==> src/rtl/spi_xfer_sched.sv <==
`default_nettype none
// ============================================================================
// spi_xfer_sched : round-robin scheduler of two requesters onto one SPI engine
// Revision       : 1.0 - initial release
// ============================================================================
module spi_xfer_sched #(
  parameter int CS_SETUP = 2,
  parameter int CS_GAP   = 2,
  parameter int TIMEOUT  = 255
) (
  input  logic       clk,
  input  logic       rst,
  input  logic       req0_valid,
  input  logic [7:0] req0_txdata,
  input  logic       req0_last,
  output logic       req0_ready,
  output logic       rsp0_valid,
  output logic [7:0] rsp0_data,
  input  logic       req1_valid,
  input  logic [7:0] req1_txdata,
  input  logic       req1_last,
  output logic       req1_ready,
  output logic       rsp1_valid,
  output logic [7:0] rsp1_data,
  output logic [1:0] grant,
  output logic [1:0] ss_n,
  output logic       timeout,
  output logic [7:0] eng_txdata,
  output logic       eng_txstart,
  input  logic       eng_busy,
  input  logic [7:0] eng_rxdata
);

  typedef enum logic [2:0] {
    IDLE      = 3'd0,
    SETUP     = 3'd1,
    WAIT_BYTE = 3'd2,
    START     = 3'd3,
    XFER      = 3'd4,
    GAP       = 3'd5
  } state_t;

  localparam logic [7:0] SETUP_LD = 8'(CS_SETUP);
  localparam logic [7:0] GAP_LD   = 8'(CS_GAP);
  localparam logic [8:0] TMO      = 9'(TIMEOUT);

  state_t     state, state_n;
  logic [7:0] cnt, cnt_n;
  logic [7:0] idle_cnt, idle_n;
  logic       rr_last, rr_n;
  logic       last_q, last_n;
  logic [1:0] grant_n, ss_n_n, ready_n, rsp_valid_n;
  logic [7:0] rsp0_data_n, rsp1_data_n, txdata_n;
  logic       txstart_n, timeout_n;

  logic       owner, own_valid, own_last, own_ready, fire, win;
  logic [7:0] own_data;

  assign owner     = grant[1];
  assign own_valid = owner ? req1_valid  : req0_valid;
  assign own_data  = owner ? req1_txdata : req0_txdata;
  assign own_last  = owner ? req1_last   : req0_last;
  assign own_ready = owner ? req1_ready  : req0_ready;
  assign fire      = (state == WAIT_BYTE) && own_valid && own_ready;
  // On a tie the requester that did not win last time takes the bus.
  assign win       = (req0_valid && req1_valid) ? ~rr_last : req1_valid;

  always_ff @(posedge clk or posedge rst) begin
    if (rst) begin
      state       <= IDLE;
      cnt         <= 8'd0;
      idle_cnt    <= 8'd0;
      rr_last     <= 1'b1;
      last_q      <= 1'b0;
      grant       <= 2'b00;
      ss_n        <= 2'b11;
      req0_ready  <= 1'b0;
      req1_ready  <= 1'b0;
      rsp0_valid  <= 1'b0;
      rsp1_valid  <= 1'b0;
      rsp0_data   <= 8'd0;
      rsp1_data   <= 8'd0;
      eng_txdata  <= 8'd0;
      eng_txstart <= 1'b0;
      timeout     <= 1'b0;
    end else begin
      state       <= state_n;
      cnt         <= cnt_n;
      idle_cnt    <= idle_n;
      rr_last     <= rr_n;
      last_q      <= last_n;
      grant       <= grant_n;
      ss_n        <= ss_n_n;
      req0_ready  <= ready_n[0];
      req1_ready  <= ready_n[1];
      rsp0_valid  <= rsp_valid_n[0];
      rsp1_valid  <= rsp_valid_n[1];
      rsp0_data   <= rsp0_data_n;
      rsp1_data   <= rsp1_data_n;
      eng_txdata  <= txdata_n;
      eng_txstart <= txstart_n;
      timeout     <= timeout_n;
    end
  end

  always_comb begin
    state_n     = state;
    cnt_n       = cnt;
    idle_n      = idle_cnt;
    rr_n        = rr_last;
    last_n      = last_q;
    grant_n     = grant;
    ss_n_n      = ss_n;
    ready_n     = 2'b00;
    rsp_valid_n = 2'b00;
    rsp0_data_n = rsp0_data;
    rsp1_data_n = rsp1_data;
    txdata_n    = eng_txdata;
    txstart_n   = 1'b0;
    timeout_n   = 1'b0;
    case (state)
      IDLE: begin
        if (req0_valid || req1_valid) begin
          grant_n = win ? 2'b10 : 2'b01;
          ss_n_n  = win ? 2'b01 : 2'b10;
          rr_n    = win;
          cnt_n   = SETUP_LD;
          state_n = SETUP;
        end
      end
      SETUP: begin
        if (cnt <= 8'd1) begin
          idle_n  = 8'd0;
          state_n = WAIT_BYTE;
        end else begin
          cnt_n = cnt - 8'd1;
        end
      end
      WAIT_BYTE: begin
        if (fire) begin
          txdata_n  = own_data;
          last_n    = own_last;
          txstart_n = 1'b1;
          state_n   = START;
        end else if ((TMO != 9'd0) && (({1'b0, idle_cnt} + 9'd1) == TMO)) begin
          timeout_n = 1'b1;
          grant_n   = 2'b00;
          ss_n_n    = 2'b11;
          cnt_n     = GAP_LD;
          state_n   = GAP;
        end else begin
          // Ready is registered, so it trails WAIT_BYTE entry by one cycle.
          idle_n  = idle_cnt + 8'd1;
          ready_n = grant;
        end
      end
      START: begin
        state_n = XFER;
      end
      XFER: begin
        if (!eng_busy) begin
          if (owner) begin
            rsp1_data_n    = eng_rxdata;
            rsp_valid_n[1] = 1'b1;
          end else begin
            rsp0_data_n    = eng_rxdata;
            rsp_valid_n[0] = 1'b1;
          end
          if (last_q) begin
            grant_n = 2'b00;
            ss_n_n  = 2'b11;
            cnt_n   = GAP_LD;
            state_n = GAP;
          end else begin
            idle_n  = 8'd0;
            state_n = WAIT_BYTE;
          end
        end
      end
      GAP: begin
        if (cnt <= 8'd1) begin
          state_n = IDLE;
        end else begin
          cnt_n = cnt - 8'd1;
        end
      end
      default: begin
        state_n = IDLE;
      end
    endcase
  end

endmodule
`default_nettype wire

==> config.mk <==
export PLATFORM = sky130hd
export DESIGN_NAME = spi_xfer_sched
export DESIGN_NICKNAME = d
export VERILOG_FILES = /design/src/rtl/spi_xfer_sched.sv
export SDC_FILE = /design/constraint.sdc
export NUM_CORES = 1
export LEC_CHECK = 0
export CORE_ASPECT_RATIO = 0.7
export CORE_MARGIN = 3
export CORE_UTILIZATION = 43
export CTS_CLUSTER_SIZE = 20
export DETAILED_ROUTE_END_ITERATION = 6
export PLACE_DENSITY = 0.81
export SYNTH_ARGS = -nofsm -noshare
export SYNTH_HDL_FRONTEND = slang
export SYNTH_SLANG_ARGS = --single-unit
==> constraint.sdc <==
create_clock -name clk -period 2.6 [get_ports clk]
set_input_delay 0.65 -clock clk [delete_from_list [all_inputs] [get_ports clk]]
set_output_delay 0.65 -clock clk [all_outputs]
set_load 0.02 [all_outputs]
==> impl_summary.md, run 1 <==
Run status
The run finished with clean final reports.

Die
The die covers 7170 um2. The die is 71.7 um tall. The overall die width is 99.9 um. Pin placement for this block handled 65 I/O pins. The cell row count is 23.

The initial utilization of the core area, before any placement, comes to 45.4%. The placeable core region is 5840 um2.

Worst setup path
The setup slack of the worst register-to-register path is 410 ps. The required arrival time at the worst endpoint is 2770 ps. The worst register-to-register path ends at grant[0]. The number of cells on the worst reg-to-reg path is 6.

The class of the most critical setup path is primary input to flip-flop. Of all nets on the critical path, the largest fanout is 7. The nature of the critical path endpoint is a flip-flop. For the worst setup path, the data arrival time is 2380 ps.

STA classifies the critical path startpoint as a primary input. The startpoint of the worst-slack reg-to-reg timing path is idle_cnt[0]. Following the worst setup path forward leads to its endpoint at grant[0]. The start point of the critical path is req0_valid.

Logic synthesis
The async set or reset register ratio after synthesis is 100%. The net count after synthesis is 276. The number of enable flip-flop cells after synthesis is 0. The total of flip-flops plus latches after synthesis is 55. The parity-gate share of the synthesized area counting xor and xnor cells is 1.60%. After synthesis, the mean cell area works out to 11.0 um2. The prevailing post-synth register cell is dfrtp_1. The number of instances in the synthesized netlist is 241.

Summing the areas of all compound-gate instances in the mapped netlist gives 14.9% of the synthesized area. The count of distinct cell types in the synthesized netlist is 56. By area, the combinational part of the netlist is dominated by simple AND/OR/NAND/NOR gates. The cell area after synthesis is 2660 um2.

Of the total synthesized cell area, the portion taken by AND, OR, NAND and NOR gates is 16.8%. Summing the areas of all fa, ha and maj instances in the mapped netlist gives 1.89% of the synthesized area. The Yosys step of the flow raised 0 warnings. The part of the Yosys area used for sequential elements is 52.0%. The multiplexer share of the synthesized area is 10.2%.

Timing
The smallest clock period supported by the final layout is computed as 2210 ps. The fmax is 452 MHz. Setup repair after global routing left no endpoint under its margin. The remaining max-slew budget at the tightest pin is 63.5%. The worst path uses 85.0% of the clock period. The tightest hold margin is 516 ps. For the pin with the worst max-slew slack, the measured transition is 544 ps. The setup skew after layout is 15.0 ps. The total negative slack is 0 ps. Setup violations remaining at the end of the flow were counted as 0. The number of pins with negative max-slew slack in the final report is 0. The total count of hold-check failures in the final report is 0.

Clocking
The cts-stage hold buffer count is 0. Counting the buffers created by CTS gives 5. The buffers inserted during post-CTS setup optimization is 0. Clock tree synthesis found a total of 55 sinks. Clock-pin slew was measured on the worst setup and hold paths at 100 ps.

The root buffer cell is clkbuf_8. The number of buffers on the longest clock path is 2. The deepest level of the CTS H-tree is 2. Once the clock tree was built, the resizer swapped 0 gates to a different size. TritonCTS built the clock tree. Clock latency on the worst-skew pair, taken at its later pin, is 320 ps.

Detailed routing
After detailed routing, the number of remaining DRC violations is 0. The first routing iteration left 97 violations. Dividing the detail-routed wire length by the instance count gives 15.8 um. Using the TritonRoute via totals, the vias-per-cell ratio works out to 5.40.

The count of nets left with antenna violations once routing finished came out at 0. The post-detailed-routing wire length is 6.13 mm. Before antenna repair, the detailed router went through 5 iterations. For this block, the via count after detailed routing is 2090.

Pwr
Across the VDD grid, the largest voltage drop is 0.000728 V. Dividing total power by cell area gives a power density of 1010 nW/um2. The analysis attributes to cell leakage a power of 1.57 nW.

Global routing
Global routing finished with a remaining overflow of 0. The via count of the first global-routing pass is 2090. The number of antenna violations at the first check in global routing is 0. The maximum number of pins on one net before global-route repair is 36. Global routing used 18.3% of the available tracks. The first global-routing pass estimated 10.3 mm of wire.

Placement
Once detailed placement completed, the half-perimeter wirelength came to 4.50 mm. The global placement routability congestion is 0.887. Once placement completed, the tool counted placed cells totaling 379. The port buffer count is 64.

Cells and area
The post-route netlist has 14.4% of its cells at a drive strength greater than 1. The number of cells in the finished layout apart from fillers is 387. The post-layout net count is 346.

Counting the fill cells in the layout gives 479. The number of antenna diodes in the final layout is 0. Compared with the post-synthesis result, the final layout area differs by 32.2%.

Hold path
The min-delay analysis places its worst path in the category flip-flop to flip-flop.

Job
Max-cap violations in this run came to 0.
-- logic make-up (layout without fill, tap and decap cells) --
group,Yosys count,count (layout)
flip-flops,55,55
XOR/XNOR,4,4
adder cells (fa/ha/maj),4,4
AND/OR/NAND/NOR,81,81
buffers and inverters,18,89
multiplexers,25,25
AO/OA/AOI/OAI,54,54
-- per-stage QoR --
stage | setup WS (ps) | instance area (um2) | util (%) | power (mW)
finish | 390 | 3510 | 60.1 | 3.55
floorplan | 612 | 2660 | - | 2.42
detailed placement | 61.5 | 3420 | 58.6 | 3.07
CTS | 404 | 3510 | 60.1 | 3.57
global placement | 196 | 3420 | 58.6 | 3.01
global route | 237 | 3510 | 60.1 | 3.80
-- layer usage --
metal | routed length (um) | GRT usage [%]
met5 | 0 | 0
met4 | 27 | 5.45
met3 | 556 | 7.30
met2 | 2710 | 27.1
met1 | 2830 | 24.9
-- flip-flops by register name (all words and copies together), names as in the netlist --
name	flops
cnt	8
eng_txdata	8
eng_txstart	1
grant	2
idle_cnt	8
last_q	1
req0_ready	1
req1_ready	1
rr_last	1
rsp0_data	8
rsp0_valid	1
rsp1_data	8
rsp1_valid	1
ss_n	2
state	3
timeout	1
-- synth_stat cells, types with 3 or more instances --
cell type	n	area, um2
a21oi_1	18	90.1
a221o_1	5	50.1
a31oi_1	7	43.8
and3_1	5	31.3
clkbuf_1	4	15.0
dfrtp_1	52	1300
dfstp_2	3	78.8
ha_1	4	50.1
inv_1	10	37.5
mux2_2	16	180
mux2i_1	9	90.1
nand2_1	9	33.8
nand2b_1	4	25.0
nand3_1	7	35.0
nor2_1	27	101
nor2b_1	4	25.0
nor3_1	6	30.0
o21ai_0	6	30.0
-- where the power goes --
group	internal, mW	total (mW)	switching, mW	leakage (nW)
registers	1.14	1.36	0.219	0.714
clock network	0.196	0.489	0.293	0.0458
logic	0.804	1.71	0.902	0.811
total	2.14	3.55	1.41	1.57
-- cells in the final DEF (no fill, tap or decap), types with 5 or more instances in the layout --
master,netlist,final
clkdlybuf4s50_1,0,64
dfrtp_1,52,52
nor2_1,27,27
a21oi_1,18,18
mux2_2,16,16
nand2_1,9,9
inv_1,10,9
mux2i_1,9,9
nand3_1,7,7
a31oi_1,7,7
nor3_1,6,6
o21ai_0,6,6
buf_4,0,6
a221o_1,5,5
and3_1,5,5
clkbuf_8,0,5
-- critical path, cell delays in order --
cell and delay [ps]:
clkdlybuf4s50_1 420, and3b_1 220, a311oi_2 340, a31oi_1 110, a21oi_1 460, o21ai_0 180
-- area by class of cell --
type	count	area [um2]	area share (%)
clock buffers	6	72.6	2.07
clock inverters	2	17.5	0.499
inverters	10	37.5	1.07
multi-input cells	168	1200	34.3
flip-flops and latches	55	1380	39.3
well taps	75	93.8	2.67
repair buffers	71	706	20.1
-- worst min-delay path by stage --
stage	startpoint	depth (start not counted)	to	slack [ps]
after global placement	rsp1_data[6]	1	rsp1_data[6]	490
final	rsp1_data[4]	1	rsp1_data[4]	520
after global routing	rsp1_data[4]	1	rsp1_data[4]	520
after floorplan	cnt[4]	2	cnt[4]	480
after CTS	rsp1_data[4]	1	rsp1_data[4]	520
after detailed placement	rsp1_data[4]	1	rsp1_data[4]	490
Power figures use the tool's default switching activity.
==> run 2: changes to the inputs <==
- SKIP_LAST_GASP: default -> 1
==> results of run 2 <==
No change in the layout: final DEF, timing and power equal those of run 1.
==> run 3: changes to the inputs <==
- CAP_MARGIN: default -> 25
==> results of run 3 <==
No change in the layout: final DEF, timing and power equal those of run 1.
